<file path="src/rtl/contrast.sv">
// contrast: per-pixel contrast/brightness stage for one 8-bit colour channel.
//
// Computes  out = sat( shift_a( in +/- shift_b(in) ) )  with saturation to
// 0..255, registered with one cycle of latency and one pixel per clock.
// When en_cp is low the input pixel is passed through unchanged, still with
// one cycle of latency.
//
// Ports:
//   clk        rising-edge clock
//   resetN     asynchronous, active-low reset (clears color_out)
//   en_cp      1 = apply processing, 0 = bypass
//   cp_param   {sign, shifter_b{dir,val}, shifter_a{dir,val}}, sampled every cycle
//   color_in   unsigned input pixel
//   color_out  unsigned processed pixel (registered)
//
// Interface timing: there is no valid/ready handshake. A pixel is accepted on
// every rising edge, and color_out always reflects the color_in, en_cp and
// cp_param sampled on the previous rising edge.

package pkg;

    typedef enum logic [1:0] {
        DIR_ZERO  = 2'd0,
        DIR_LEFT  = 2'd1,
        DIR_RIGHT = 2'd2
        // Encoding 3 is not named and behaves as DIR_ZERO.
    } shift_dir_e;

    typedef enum logic {
        SIGN_ADD = 1'b0,
        SIGN_SUB = 1'b1
    } sign_e;

    typedef struct packed {
        shift_dir_e  dir;
        logic [2:0]  val;
    } shifter_t;

    typedef struct packed {
        sign_e    sign;
        shifter_t shifter_b;
        shifter_t shifter_a;
    } cp_param_t;

endpackage

module contrast (
    input  logic           clk,
    input  logic           resetN,
    input  logic           en_cp,
    input  pkg::cp_param_t cp_param,
    input  logic [7:0]     color_in,
    output logic [7:0]     color_out
);

    import pkg::*;

    // 26 bits holds the worst case: 255 + (255 << 7) = 32895, then << 7
    // gives about 4.2M, well inside the signed 26-bit range.
    localparam int DW = 26;

    logic signed [DW-1:0] x;
    logic signed [DW-1:0] b;
    logic signed [DW-1:0] y;
    logic signed [DW-1:0] z;
    logic        [7:0]    sat;

    always_comb begin
        x   = {{(DW-8){1'b0}}, color_in};
        b   = '0;
        y   = '0;
        z   = '0;
        sat = 8'h00;

        // A ZERO direction removes the b term entirely; it is not a shift by 0.
        case (cp_param.shifter_b.dir)
            DIR_LEFT:  b = x << cp_param.shifter_b.val;
            DIR_RIGHT: b = x >> cp_param.shifter_b.val;
            default:   b = '0;
        endcase

        if (cp_param.sign == SIGN_SUB) begin
            y = x - b;
        end else begin
            y = x + b;
        end

        // y can be negative here, so the right shift must be arithmetic
        // (floors toward minus infinity).
        case (cp_param.shifter_a.dir)
            DIR_LEFT:  z = y <<< cp_param.shifter_a.val;
            DIR_RIGHT: z = y >>> cp_param.shifter_a.val;
            default:   z = y;
        endcase

        if (z < 0) begin
            sat = 8'h00;
        end else if (z > 26'sd255) begin
            sat = 8'hFF;
        end else begin
            sat = z[7:0];
        end
    end

    always_ff @(posedge clk or negedge resetN) begin
        if (!resetN) begin
            color_out <= 8'h00;
        end else if (en_cp) begin
            color_out <= sat;
        end else begin
            color_out <= color_in;
        end
    end

endmodule

</file>
<file path="config.mk">
export PLATFORM = sky130hd
export DESIGN_NAME = contrast
export DESIGN_NICKNAME = d
export VERILOG_FILES = /design/src/rtl/contrast.sv
export SDC_FILE = /design/constraint.sdc
export NUM_CORES = 1
export LEC_CHECK = 0
export ABC_AREA = 1
export CORE_MARGIN = 2
export CORE_UTILIZATION = 50
export CTS_CLUSTER_DIAMETER = 40
export DETAILED_ROUTE_END_ITERATION = 10
export GPL_TIMING_DRIVEN = 0
export MAX_ROUTING_LAYER = met4
export PLACE_DENSITY = 0.68
export SLEW_MARGIN = 20
export SYNTH_ARGS = -nofsm -noshare
export SYNTH_HDL_FRONTEND = slang
export SYNTH_SLANG_ARGS = --single-unit
export TNS_END_PERCENT = 1
</file>
<file path="constraint.sdc">
create_clock -name clk -period 0.8 [get_ports clk]
set_input_delay 0.12 -clock clk [delete_from_list [all_inputs] [get_ports clk]]
set_output_delay 0.12 -clock clk [all_outputs]
set_load 0.01 [all_outputs]
</file>
==> results of run 1 <==
-- layer usage --
metal / routed length, um / up-vias / track usage / share of wire
met3: 782 / 36 / 0.01791 / 0.067
met1: 4957 / 2050 / 0.3999 / 0.42
li1: - / 2278 / - / -
met2: 5602 / 200 / 0.5193 / 0.48
met4: 404 / 0 / 0.09780 / 0.034
met5: 0 / - / - / 0
-- power breakdown --
part	total [mW]	switching (mW)	leakage (nW)	internal, mW
combinational	5.12	3.27	2.11	1.85
sequential	0.480	0.0138	0.0953	0.466
clock	0.469	0.145	0.0216	0.325
total	6.07	3.43	2.22	2.64
-- cell usage after synthesis, types with 2 or more instances --
cell type	count	area, um2
nor2_2	7	43.79
a31oi_1	2	12.51
nor2_4	4	45.04
nand2_1	216	810.8
buf_4	2	15.01
dfrtp_1	8	200.2
nor3_1	4	20.02
ha_1	13	162.7
o2111ai_1	2	17.52
buf_2	8	40.04
nand3_1	110	550.5
nand3_4	2	35.03
nand3b_1	2	15.01
inv_1	54	202.7
o21ai_1	5	25.02
nor2_1	47	176.4
xor2_1	10	87.58
nand2_4	2	22.52
nand3_2	6	60.06
o21ai_0	29	145.1
a21oi_4	2	32.53
nand2_2	30	187.7
o311ai_0	2	17.52
o211ai_1	8	60.06
buf_6	4	45.04
clkinv_1	5	18.77
clkbuf_1	8	30.03
nand4_1	14	87.58
nor2_8	2	40.04
inv_2	16	60.06
a21oi_1	23	115.1
-- critical path, delay by kind of cell --
| family | cells | cell delay [ns] |
|---|---|---|
| adders and majority gates | 3 | 0.60 |
| and+or+nand+nor | 25 | 2.46 |
| AOI/OAI and AO/OA | 2 | 0.25 |
| buffers and inverters | 6 | 0.52 |
| xor gates and xnor gates | 2 | 0.37 |
-- worst max path at each step --
stage | startpoint | endpoint | slack, ns | depth (start not counted)
final | cp_param[8] | color_out[4] | -3.43 | 38
after global routing | cp_param[9] | color_out[4] | -3.74 | 38
after CTS | cp_param[9] | color_out[4] | -3.45 | 36
after detailed placement | cp_param[9] | color_out[4] | -4.30 | 36
after global placement | cp_param[9] | color_out[2] | -4.16 | 38
after floorplan | cp_param[8] | color_out[6] | -3.00 | 35
-- area by class of cell --
type / count / area, um2
inverter: 76 / 306.5
timing repair buffer: 49 / 382.9
fill: 693 / 2430
tap: 96 / 120.1
sequential: 8 / 200.2
buffer: 22 / 135.1
clock buffer: 3 / 41.29
multi-input combinational: 555 / 3216
-- metrics by stage --
stage          utilization  instance area, um2  hold slack (ns)  cells  setup TNS (ns)
2_1_floorplan            -                3600          -0.1756    661          -23.96
3_3_place_gp        0.5826                3980           0.4021    783          -34.39
3_5_place_dp        0.5826                3980           0.4197    783          -35.33
4_1_cts             0.6280                4290           0.1826    803          -27.49
5_1_grt             0.6443                4402           0.2032    809          -29.82
6_report            0.6443                4402           0.1742    809          -27.29
-- cells by family (layout without fill, tap and decap cells) --
logic type                 after synthesis  count (layout)  synth area share
AOI/OAI and AO/OA                       81              81            0.1424
adders and majority gates               14              14           0.05170
DFF                                      8               8           0.05666
and+or+nand+nor                        447             447            0.5945
buffers and inverters                   98             150            0.1183
xor gates and xnor gates                13              13           0.03647
-- what timing repair did --
action | CTS | global route
pin swaps | 44 | 27
gates resized for setup | 125 | 34
buffers inserted | 16 | 6
setup endpoints to repair | 16 | 16
cloned | 1 | 0
==> results.sh, run 1 <==
export IMPL_status="complete, but fails checks"
export IMPL_violations="negative setup slack"
export IMPL_hpwlAfterDp_mm=9.105
export IMPL_cts_tree="built"
export IMPL_cp_slowest_cell="ha_4"
export IMPL_final_common_cell="nand2_1"
export IMPL_routed_wl_mm=11.75
export IMPL_synth_area_per_cell_um2=5.346
export IMPL_hold_viol=0
export IMPL_ioPinCount=30
export IMPL_rsz0062_at_grt="yes"
export IMPL_period_share=5.284
export IMPL_largest_reg_flops=8
export IMPL_final_cell_mix="nand2_1 (197), nand3_1 (104), inv_1 (48)"
export IMPL_die_w_um=88.07
export IMPL_cp_max_fo=8
export IMPL_n_antenna_cell=0
export IMPL_vias=4564
export IMPL_cts_buffer_depth=2
export IMPL_hp_class="input port to asynchronous set/reset pin"
export IMPL_powerDensity_mw_per_mm2=1378
export IMPL_synth_warnings=0
export IMPL_synth_edff_count=0
export IMPL_io_buffers=26
export IMPL_p_leak_nw=2.223
export IMPL_path_clk_slew_ns=0.04
export IMPL_wire_per_inst_um=14.52
export IMPL_start_util=0.5172
export IMPL_regMostFlops="color_out"
export IMPL_grt_overflow=0
export IMPL_crit_path_end_kind="flip-flop"
export IMPL_grt_pass1_wl_mm=19.06
export IMPL_fin_ws_ns=-3.428
export IMPL_drtIter0Drc=350
export IMPL_cts_num_sinks=8
export IMPL_grt_pass1_vias=4141
export IMPL_cts_root_buf="clkbuf_8"
export IMPL_cp_required_ns=0.91
export IMPL_ir_drop_uv=753.8
export IMPL_dr_pass1_iters=5
export IMPL_syn_inst=661
export IMPL_worst_pin_slew_ns=0.5207
export IMPL_gp_congestion=0.9600
export IMPL_fin_crit_ns=4.228
export IMPL_synthArstFlopShare=1.000
export IMPL_grt_antenna_before_repair=0
export IMPL_drive_gt1_frac=0.2665
export IMPL_syn_area_mm2=0.003533
export IMPL_maxCapViolCount=0
export IMPL_slew_violations=0
export IMPL_grt_max_degree=11
export IMPL_top_regs="color_out x8"
export IMPL_dominantRegCellSynth="dfrtp_1"
export IMPL_grt_usage=0.3099
export IMPL_power_mw=6.066
export IMPL_cts_hold_buf=0
export IMPL_ys_seq_area_frac=0.05666
export IMPL_htree_levels=1
export IMPL_coreArea_mm2=0.006832
export IMPL_synth_cell_type_count=45
export IMPL_setup_viol=16
export IMPL_max_freq_ghz=0.2365
export IMPL_slew_headroom=0.6529
export IMPL_max_stage_delay_ns=0.29
export IMPL_worstSetupPathType="input port to flip-flop"
export IMPL_viasPerCell=5.642
export IMPL_cp_arrival_ns=4.34
export IMPL_fp_dieH_um=88.07
export IMPL_ys_ff_latch=8
export IMPL_drtAntennaViolNets=0
export IMPL_nNetsFinal=751
export IMPL_mappedNetlistNets=697
export IMPL_areaGrowthSynthToFinish_pct=24.58
export IMPL_num_rows=30
export IMPL_cp_common_cell="nand2_1"
export IMPL_cts_made_buffers=3
export IMPL_cp_start_kind="input port"
export IMPL_die_area_mm2=0.007755
export IMPL_drc_errors=0
export IMPL_pre_cts_slack_ns=-4.295
Note: power is estimated with default switching activity, not from simulation.
==> inputs of run 2 (changes only) <==
Settings changed: GPL_TIMING_DRIVEN 0 to 1.
Clock period 0.8 ns to 4 ns, I/O delays scaled along.
==> run 2 against run 1 <==
Against the previous run: the run still ends with negative setup slack left; routed wire length increased by 27%; final area rose by 27%; core utilization increased by 18 points; sequential share of layout area is 0.98 points lower; global-route usage is 3.8 points higher; combinational power decreased by 73%; worst setup slack gained 2.5 ns.
==> results.sh, run 2 (same netlist as run 1, synthesis figures left out) <==
export IMPL_areaGrowthSynthToFinish_pct=58.82
export IMPL_path_clk_slew_ns=0.04
export IMPL_cts_hold_buf=0
export IMPL_grt_antenna_before_repair=0
export IMPL_grt_overflow=0
export IMPL_cp_slowest_cell="ha_4"
export IMPL_hpwlAfterDp_mm=10.05
export IMPL_wire_per_inst_um=15.91
export IMPL_period_share=1.239
export IMPL_p_leak_nw=2.887
export IMPL_grt_pass1_wl_mm=21.39
export IMPL_n_antenna_cell=0
export IMPL_slew_headroom=0.4979
export IMPL_worstSetupPathType="input port to flip-flop"
export IMPL_fp_dieH_um=88.07
export IMPL_ir_drop_uv=127.9
export IMPL_fin_ws_ns=-0.9551
export IMPL_top_regs="color_out x8"
export IMPL_ioPinCount=30
export IMPL_drc_errors=0
export IMPL_grt_usage=0.3479
export IMPL_regMostFlops="color_out"
export IMPL_cp_common_cell="nand2_1"
export IMPL_drtAntennaViolNets=0
export IMPL_viasPerCell=5.879
export IMPL_cts_tree="built"
export IMPL_setup_viol=8
export IMPL_die_w_um=88.07
export IMPL_hold_viol=0
export IMPL_use_met3=0.02733
export IMPL_cp_arrival_ns=5.06
export IMPL_num_rows=30
export IMPL_cts_root_buf="clkbuf_8"
export IMPL_worst_pin_slew_ns=0.7523
export IMPL_htree_levels=1
export IMPL_cts_buffer_depth=2
export IMPL_slew_violations=0
export IMPL_grt_pass1_vias=4882
export IMPL_powerDensity_mw_per_mm2=284.4
export IMPL_drive_gt1_frac=0.4076
export IMPL_cp_required_ns=4.11
export IMPL_max_freq_ghz=0.2018
export IMPL_io_buffers=29
export IMPL_drtIter0Drc=507
export IMPL_cp_start_kind="input port"
export IMPL_vias=5497
export IMPL_maxCapViolCount=0
export IMPL_grt_max_degree=43
export IMPL_timing_hold_ws_ns=0.6566
export IMPL_violations="negative setup slack"
export IMPL_cts_num_sinks=8
export IMPL_use_met2=0.6088
export IMPL_grt_busiest_layer="met2"
export IMPL_die_area_mm2=0.007755
export IMPL_final_cell_mix="nand2_1 (186), buf_4 (158), nand3_1 (91)"
export IMPL_crit_path_end_kind="flip-flop"
export IMPL_coreArea_mm2=0.006832
export IMPL_rsz0062_at_grt="yes"
export IMPL_hp_class="input port to asynchronous set/reset pin"
export IMPL_dr_pass1_iters=6
export IMPL_final_common_cell="nand2_1"
export IMPL_largest_reg_flops=8
export IMPL_nNetsFinal=877
export IMPL_max_stage_delay_ns=0.30
export IMPL_globalRouteMet1Util=0.4046
export IMPL_pre_cts_slack_ns=-1.543
export IMPL_cts_made_buffers=3
export IMPL_gp_congestion=0.9668
export IMPL_fin_crit_ns=4.955
export IMPL_cp_max_fo=8
export IMPL_fillers=480
export IMPL_status="complete, but fails checks"
export IMPL_start_util=0.5172
export IMPL_routed_wl_mm=14.88
run 2: cell types whose count changed in the layout (fill, tap and decap cells not counted), moves of 7 or more:
| cell | previous run | this run |
|---|---|---|
| nand3_2 | 11 | 24 |
| buf_4 | 21 | 158 |
| buf_2 | 21 | 1 |
| clkbuf_1 | 7 | 0 |
| nand3_1 | 104 | 91 |
| clkdlybuf4s50_1 | 6 | 16 |
| nand2_1 | 197 | 186 |
run 2: repair_timing:
item | 4_1_cts | 5_1_grt
buffers inserted | 17 | 10
pin swaps | 37 | 63
endpoints found under the setup margin | 8 | 8
resized for setup | 77 | 89
cloned | 2 | 0
run 2: worst max path at each step:
stage          cells after the start  slack (ns)        start      endpoint
2_1_floorplan                     35       -0.28  cp_param[8]  color_out[6]
3_3_place_gp                      38       -1.30  cp_param[9]  color_out[2]
3_5_place_dp                      38       -1.54  cp_param[9]  color_out[2]
4_1_cts                           38       -0.74  cp_param[9]  color_out[2]
5_1_grt                           39       -1.27  cp_param[9]  color_out[2]
6_report                          39       -0.96  cp_param[9]  color_out[2]
run 2: layout make-up:
cell class                      instances  area, um2  share of cell area
Clock buffer                            3      41.29            0.007358
Inverter                               76      305.3             0.05440
Multi-Input combinational cell        555       3397              0.6054
Sequential cell                         8      200.2             0.03567
Tap cell                               96      120.1             0.02140
Timing Repair Buffer                  195       1533              0.2731
Timing Repair inverter                  2      15.01            0.002676
run 2: worst max-delay path: cells and delay by family:
kind / cells / cell delay, ns
adders and majority gates: 3 / 0.62
AOI/OAI and AO/OA: 3 / 0.48
buffers and inverters: 4 / 0.39
xor gates and xnor gates: 1 / 0.19
and+or+nand+nor: 28 / 2.77
run 2: metrics by stage:
stage	std cells	instance area, um2	total power, mW	TNS, ns	utilization
finish	935	5612	1.596	-7.349	0.8214
global route	935	5612	1.701	-9.954	0.8214
CTS	925	5244	1.378	-5.497	0.7676
detailed placement	903	4923	1.217	-12.20	0.7207
global placement	903	4923	1.189	-10.35	0.7207
floorplan	661	3600	0.7757	-2.203	-
run 2: per-layer routing:
| layer | routed length [um] | vias up |
|---|---|---|
| met5 | 0 | - |
| met4 | 993 | 0 |
| met3 | 1140 | 114 |
| met2 | 7079 | 367 |
| met1 | 5666 | 2473 |
| li1 | - | 2543 |
run 2: power breakdown:
| part | total (mW) | leakage [nW] | internal, mW | switching, mW |
|---|---|---|---|---|
| Clock | 0.0943 | 0.0216 | 0.0650 | 0.0294 |
| Sequential | 0.0965 | 0.0953 | 0.0933 | 0.00321 |
| Combinational | 1.40 | 2.77 | 0.610 | 0.795 |
| Total | 1.60 | 2.89 | 0.769 | 0.827 |
==> inputs of run 3 (changes only) <==
Settings changed: CAP_MARGIN from default to 10, CORE_ASPECT_RATIO from default to 0.75.
==> run 3 against run 2 <==
Against the previous run: the run still ends with negative setup slack left; first-iteration DRC count up 22%; worst setup slack better by 0.23 ns; hold slack worse by 0.021 ns; critical path type unchanged; highest routed layer unchanged.
==> results.sh, run 3 (same netlist as run 1, synthesis figures left out) <==
export IMPL_status="complete, but fails checks"
export IMPL_violations="negative setup slack"
export IMPL_drtAntennaViolNets=0
export IMPL_cts_made_buffers=3
export IMPL_crit_path_end_kind="flip-flop"
export IMPL_die_w_um=101.1
export IMPL_grt_antenna_before_repair=0
export IMPL_nNetsFinal=869
export IMPL_path_clk_slew_ns=0.04
export IMPL_max_stage_delay_ns=0.27
export IMPL_hp_class="input port to asynchronous set/reset pin"
export IMPL_hpwlAfterDp_mm=10.37
export IMPL_setup_viol=8
export IMPL_cp_max_fo=8
export IMPL_die_area_mm2=0.007762
export IMPL_drtIter0Drc=620
export IMPL_cp_slowest_cell="ha_4"
export IMPL_cts_buffer_depth=2
export IMPL_max_freq_ghz=0.2117
export IMPL_largest_reg_flops=8
export IMPL_powerDensity_mw_per_mm2=271.5
export IMPL_final_cell_mix="nand2_1 (199), buf_4 (156), nand3_1 (100)"
export IMPL_viasPerCell=5.634
export IMPL_n_antenna_cell=0
export IMPL_ioPinCount=30
export IMPL_cp_arrival_ns=4.84
export IMPL_slew_violations=0
export IMPL_fin_crit_ns=4.725
export IMPL_fp_dieH_um=76.80
export IMPL_pre_cts_slack_ns=-1.434
export IMPL_grt_pass1_vias=4673
export IMPL_top_regs="color_out x8"
export IMPL_worstSetupPathType="input port to flip-flop"
export IMPL_ir_drop_uv=140.6
export IMPL_cts_num_sinks=8
export IMPL_worst_pin_slew_ns=0.6966
export IMPL_final_common_cell="nand2_1"
export IMPL_grt_max_degree=43
export IMPL_cp_start_kind="input port"
export IMPL_rsz0062_at_grt="yes"
export IMPL_cts_tree="built"
export IMPL_regMostFlops="color_out"
export IMPL_num_rows=26
export IMPL_vias=5155
export IMPL_period_share=1.181
export IMPL_slew_headroom=0.5351
export IMPL_fillers=534
export IMPL_place_inst=896
export IMPL_htree_levels=1
export IMPL_grt_overflow=0
export IMPL_drc_errors=0
export IMPL_drive_gt1_frac=0.3646
export IMPL_p_leak_nw=2.773
export IMPL_grt_usage=0.3559
export IMPL_fin_ws_ns=-0.7245
export IMPL_coreArea_mm2=0.006832
export IMPL_timing_hold_ws_ns=0.6357
export IMPL_hold_viol=0
export IMPL_fin_tns_setup_ns=-5.669
export IMPL_areaGrowthSynthToFinish_pct=49.75
export IMPL_routed_wl_mm=13.39
export IMPL_cp_required_ns=4.11
export IMPL_maxCapViolCount=0
export IMPL_finalNonFillerCells=915
export IMPL_gp_congestion=0.9747
export IMPL_io_buffers=29
export IMPL_wire_per_inst_um=14.63
export IMPL_cts_root_buf="clkbuf_8"
export IMPL_start_util=0.5172
export IMPL_dr_pass1_iters=6
export IMPL_cp_common_cell="nand2_1"
export IMPL_grt_pass1_wl_mm=22.27
[run 3: cell types whose count changed in the layout (fill, tap and decap cells not counted), sizes merged]
cell / previous run / this run
clkdlybuf4s15: 1 / 3
buf: 170 / 164
clkbuf: 11 / 4
dlygate4sd2: 0 / 3
[run 3: final timing paths]
kind | start | depth (start not counted) | endpoint | slack, ns
min | resetN | 1 | color_out[7] | 0.64
max in group asynchronous | resetN | 1 | color_out[5] | 3.12
max | cp_param[8] | 35 | color_out[5] | -0.72
min in group clk | color_in[2] | 4 | color_out[2] | 0.75
[run 3: area by class of cell]
type                       instances  area [um2]  share of cell area
tap                               84       105.1             0.01986
sequential                         8       200.2             0.03783
clock buffer                       3       41.29            0.007803
timing repair buffer             187        1465              0.2769
multi-input combinational        555        3174              0.5999
inverter                          76       290.3             0.05486
timing repair inverter             2       15.01            0.002838
[run 3: report_power, final]
part,switching [mW],internal (mW),total (mW)
combinational,0.702,0.538,1.24
sequential,0.00299,0.0932,0.0962
clock,0.0346,0.0654,0.100
total,0.739,0.697,1.44
[run 3: stage by stage]
step | utilization | power [mW] | instance area, um2
global placement | 0.7240 | 1.211 | 4946
finish | 0.7745 | 1.436 | 5291
global route | 0.7745 | 1.554 | 5291
detailed placement | 0.7240 | 1.233 | 4946
floorplan | - | 0.7757 | 3600
CTS | 0.7687 | 1.383 | 5251
[run 3: worst max-delay path, delay by kind of cell]
kind	cells	cell delay [ns]
and+or+nand+nor	19	2.03
adders and majority gates	2	0.41
buffers and inverters	9	0.83
xor gates and xnor gates	1	0.20
AOI/OAI and AO/OA	4	0.75
[run 3: repair_timing]
| action | CTS | global route |
|---|---|---|
| pin swaps | 35 | 10 |
| hold buffers | 0 | 0 |
| cloned | 2 | 0 |
| resized for setup | 91 | 11 |
| hold endpoints to repair | 0 | 0 |
| setup endpoints to repair | 8 | 8 |
| buffers inserted | 12 | 2 |
[run 3: metal layers]
layer | up-vias | share of wire | track usage
met1 | 2313 | 0.45 | 0.4995
met5 | - | 0 | -
li1 | 2516 | - | -
met3 | 28 | 0.11 | 0.07748
met4 | 0 | 0.014 | 0.05541
met2 | 298 | 0.43 | 0.5311
==> RTL edit 1: new RTL, settings of run 3 <==
Change the localparam `DW` from 26 to 52.
--- a/src/rtl/contrast.sv
+++ b/src/rtl/contrast.sv
@@ -58,5 +58,5 @@
     // 26 bits holds the worst case: 255 + (255 << 7) = 32895, then << 7
     // gives about 4.2M, well inside the signed 26-bit range.
-    localparam int DW = 26;
+    localparam int DW = 52;
 
     logic signed [DW-1:0] x;
Formal check against the unedited RTL: equivalent (Yosys induction, for registers that start in step).
==> RTL edit 1 against run 3 <==
  * The flow still finishes with violations (setup timing)
  * Sequential cell count unchanged
  * Critical path type unchanged
  * Routed wire length up 7.6%
  * Global-route usage up 0.12 points
  * Area after synthesis up 5.5%
  * Setup slack worse by 0.15 ns
  * Cell area up 12%
  * Combinational power up 15%
  * Critical endpoint is now color_out[6]
  * Power up 13%
  * Largest power group unchanged
  * Non-clock buffer count up 39
==> RTL edit 1: results (changes against run 3) <==
[run_status]
run_status = complete, but fails checks  ; unchanged
violations = setup timing  ; unchanged

[yosys]
yosys-top-cells-area = nand2_1 27%, nand3_1 14%, dfrtp_1 5.4%  ; was nand2_1 23%, nand3_1 16%, inv_1 5.7%
synthTopCellsByCount = 264 x nand2_1, 104 x nand3_1, 48 x inv_1, 34 x nor2_1, 28 x nand2_2  ; was 216 x nand2_1, 110 x nand3_1, 54 x inv_1, 47 x nor2_1, 30 x nand2_2
synth_xor_area_share_pct = 2.59  ; was 3.65%
ys_types = 51  ; was 45
synth_fa_ha_area_share_pct = 5.24  ; was 5.17%
synth_compound_area_share_pct = 12.8  ; was 14.2%
synth_nets = 727  ; was 697
synthMuxAreaShare_pct = 0.269  ; was 0%

[pwr]
fin_total_pwr_uw = 1620  ; was 1440 uW
p_int_uw = 823  ; was 697 uW
vdd_drop_max_uv = 166  ; was 141 uV
p_comb_uw = 1430  ; was 1240 uW
clk-power_uw = 95.6  ; was 100 uW

[global_route]
grt_pass1_wl_um = 23700  ; was 22300 um
grt_max_degree = 37  ; was 43
grt_pass1_vias = 5043  ; was 4673
use_met3_pct = 4.76  ; was 7.75%
grt_use_total_pct = 35.7  ; was 35.6%
grt_util_met2_pct = 54.6  ; was 53.1%
use_met1_pct = 50.2  ; was 49.9%

[sta]
fin_ws_ns = -0.877  ; was -0.725 ns
relSlewSlack_pct = 63.3  ; was 53.5%
setup_viol = 8  ; unchanged
tns_ns = -6.53  ; was -5.67 ns

[critical_path]
critPathSlowestCell = o21ai_0  ; was ha_4
cp_max_fo = 4  ; was 8
worst_ep_arrival_time_ns = 4.99  ; was 4.84 ns

[layout]
layout-drive-gt1-share_pct = 41.4  ; was 36.5%
fin_nets = 935  ; was 869

[clock_network]
post_cts_buffers = 16  ; was 12
ctsLongestPathBuffers = 2  ; unchanged
cts-resized-gates = 72  ; was 91

[placed_design]
placed_area_um2 = 5400  ; was 4950 um^2
gp_congestion = 1.12  ; was 0.975
hpwl_um = 10900  ; was 10400 um
io_buffers = 29  ; unchanged

[routing]
m1WireLength_um = 6470  ; was 6000 um
routed_wl_um = 14400  ; was 13400 um
via_count = 5493  ; was 5155
wl_met3_um = 1490  ; was 1440 um

## RTL edit 1: worst paths after layout
path | start | cells past startpoint | endpoint | slack (ns)
worst min-delay path | resetN | 1 | color_out[0] | 0.63
min in group clk | color_in[1] | 4 | color_out[1] | 0.89
worst max-delay path | cp_param[9] | 39 | color_out[6] | -0.88
max in group asynchronous | resetN | 1 | color_out[3] | 3.13
## RTL edit 1: layout make-up
type,count,area (um^2)
timing repair buffer,226,1790
tap,101,126
multi-input combinational,594,3500
inverter,65,287
clock buffer,3,41.3
sequential,8,200
fill,533,1350
## RTL edit 1: metrics by stage
stage	std cells	util, %
2_1_floorplan	690	-
5_1_grt	997	81.5
6_report	997	81.5
3_3_place_gp	969	74.0
3_5_place_dp	969	74.0
4_1_cts	989	78.6
## RTL edit 1: cells by family after synthesis
group,after synthesis
multiplexers,1
AO/OA/AOI/OAI,77
buffers and inverters,88
flip-flops,8
adder cells (fa/ha/maj),15
AND/OR/NAND/NOR,490
XOR/XNOR,11
==> RTL edit 2: new RTL, flow settings as in run 3 <==
Made on the original files. Make the reset (`resetN`) synchronous in one clocked block. Comments in the files are not updated.
--- a/src/rtl/contrast.sv
+++ b/src/rtl/contrast.sv
@@ -103,5 +103,5 @@
     end
 
-    always_ff @(posedge clk or negedge resetN) begin
+    always_ff @(posedge clk) begin
         if (!resetN) begin
             color_out <= 8'h00;
Check against the original RTL: differs if resetN is asserted again (counterexample within 4 cycles, from zero or initial values and one cycle with resetN low); with resetN held inactive, the same outputs for 10 cycles.
==> RTL edit 2 against run 3 <==
  * The flow still finishes with violations (setup timing)
  * Cell area grew 6.6%
  * Power increased by 6.7%
  * Sequential cell count did not move
  * Routed wire length up 22%
  * Setup slack lost 0.67 ns
  * Area after synthesis decreased by 3.2%
  * Cell count up 1.6%
  * Maximum frequency decreased by 12%
==> RTL edit 2: results (changes against run 3) <==
[worst_hold_path]
hp-class = in2reg  ; was in2async

[global_route]
grt_use_total_pct = 38.3  ; was 35.6%
grt_max_degree = 34  ; was 43
grt_pass1_wl_um = 22600  ; was 22300 um

[placed_design]
post-place-ws_ns = -1.61  ; was -1.43 ns
numPlacedInstances = 903  ; was 896
gp_congestion = 1.06  ; was 0.975

[yosys]
synth_xor_area_share_pct = 2.82  ; was 3.65%
yosys-top-cells-area = nand2_1 24%, nand3_1 19%, inv_1 5.8%  ; was nand2_1 23%, nand3_1 16%, inv_1 5.7%
synth_compound_area_share_pct = 14.8  ; was 14.2%
synthArstFlopShare_pct = 0  ; was 100%
synthTopCellsByCount = 215 x nand2_1, 132 x nand3_1, 53 x inv_1, 43 x nor2_1, 25 x o21ai_0  ; was 216 x nand2_1, 110 x nand3_1, 54 x inv_1, 47 x nor2_1, 30 x nand2_2
ys_seq_area_share_pct = 4.68  ; was 5.67%

[sta]
relSlewSlack_pct = 48.2  ; was 53.5%
fin_ws_ns = -1.39  ; was -0.725 ns
setup_viol = 8  ; unchanged

[run_status]
run_status = complete, but fails checks  ; unchanged
violations = setup timing  ; unchanged

[routing]
routed_wl_um = 16300  ; was 13400 um
dr.first_iter.drc_count = 987  ; was 620
via_count = 5630  ; was 5155

[layout]
num-fill-cells = 411  ; was 534
fin_nets = 884  ; was 869

[critical_path]
worst_ep_arrival_time_ns = 5.50  ; was 4.84 ns

[pwr]
leakage_uw = 0.00293  ; was 0.00277 uW

-- RTL edit 2: cell count changes in the layout (fill, tap and decap cells not counted), sizes merged, moves of 3 or more --
cell,delta
o21ai,-5
a31oi,+6
nand3,+20
nand2,-8
dfrtp,-8
inv,-10
dfxtp,+8
o211ai,-4
xor2,-3
nand4,-9
buf,+27
dlygate4sd2,-3
-- RTL edit 2: worst max-delay path, delay by kind of cell --
| family | cells | cell delay (ns) |
|---|---|---|
| AOI/OAI and AO/OA | 5 | 0.74 |
| xor gates and xnor gates | 1 | 0.15 |
| adders and majority gates | 2 | 0.46 |
| buffers and inverters | 5 | 0.53 |
| and+or+nand+nor | 27 | 2.97 |
-- RTL edit 2: final cells by class --
class,instances,share of cell area (%)
Multi-Input combinational cell,557,59.5
Timing Repair Buffer,213,30.3
Inverter,65,4.77
Sequential cell,8,2.84
Tap cell,84,1.86
Clock buffer,3,0.732
-- RTL edit 2: stage by stage --
stage | TNS [ns] | utilization, % | power (uW) | hold WS, ns
2_1_floorplan | -3.31 | - | 725 | 0.749
3_3_place_gp | -10.74 | 74.0 | 1160 | 1.29
3_5_place_dp | -12.56 | 74.0 | 1190 | 1.30
4_1_cts | -6.26 | 80.0 | 1370 | 0.681
5_1_grt | -11.59 | 84.2 | 1620 | 0.735
6_report | -10.96 | 84.2 | 1530 | 0.713
-- RTL edit 2: cells by family after synthesis --
kind of cell | after synthesis
simple gates | 451
buf+inv | 88
compound gates | 81
fa+ha+maj | 14
xor+xnor | 11
flops | 8
-- RTL edit 2: repair_timing --
item | CTS | global route
gates cloned | 1 | 0
hold buffers | 0 | 0
endpoints found under the setup margin | 8 | 8
pin swaps | 46 | 50
buffers inserted | 14 | 9
hold endpoints to repair | 0 | 0
resized for setup | 96 | 65
-- RTL edit 2: power by group --
part | internal, uW | switching [uW]
sequential | 88.5 | 2.19
clock | 65.4 | 34.3
combinational | 579 | 763
-- RTL edit 2: worst max path at each step --
| stage | end | startpoint | cells after the start | slack (ns) |
|---|---|---|---|---|
| 2_1_floorplan | color_out[0] | cp_param[5] | 36 | -0.41 |
| 3_3_place_gp | color_out[0] | cp_param[5] | 38 | -1.35 |
| 3_5_place_dp | color_out[1] | cp_param[6] | 36 | -1.61 |
| 4_1_cts | color_out[1] | cp_param[5] | 38 | -0.81 |
| 5_1_grt | color_out[0] | cp_param[5] | 42 | -1.47 |
| 6_report | color_out[4] | cp_param[5] | 40 | -1.39 |
-- RTL edit 2: per-layer routing --
layer	vias up	part of all wire [%]	GRT usage (%)
li1	2555	-	-
met4	0	5.4	9.13
met3	114	12	5.69
met5	-	0	-
met1	2514	39	51.2
met2	447	43	61.6
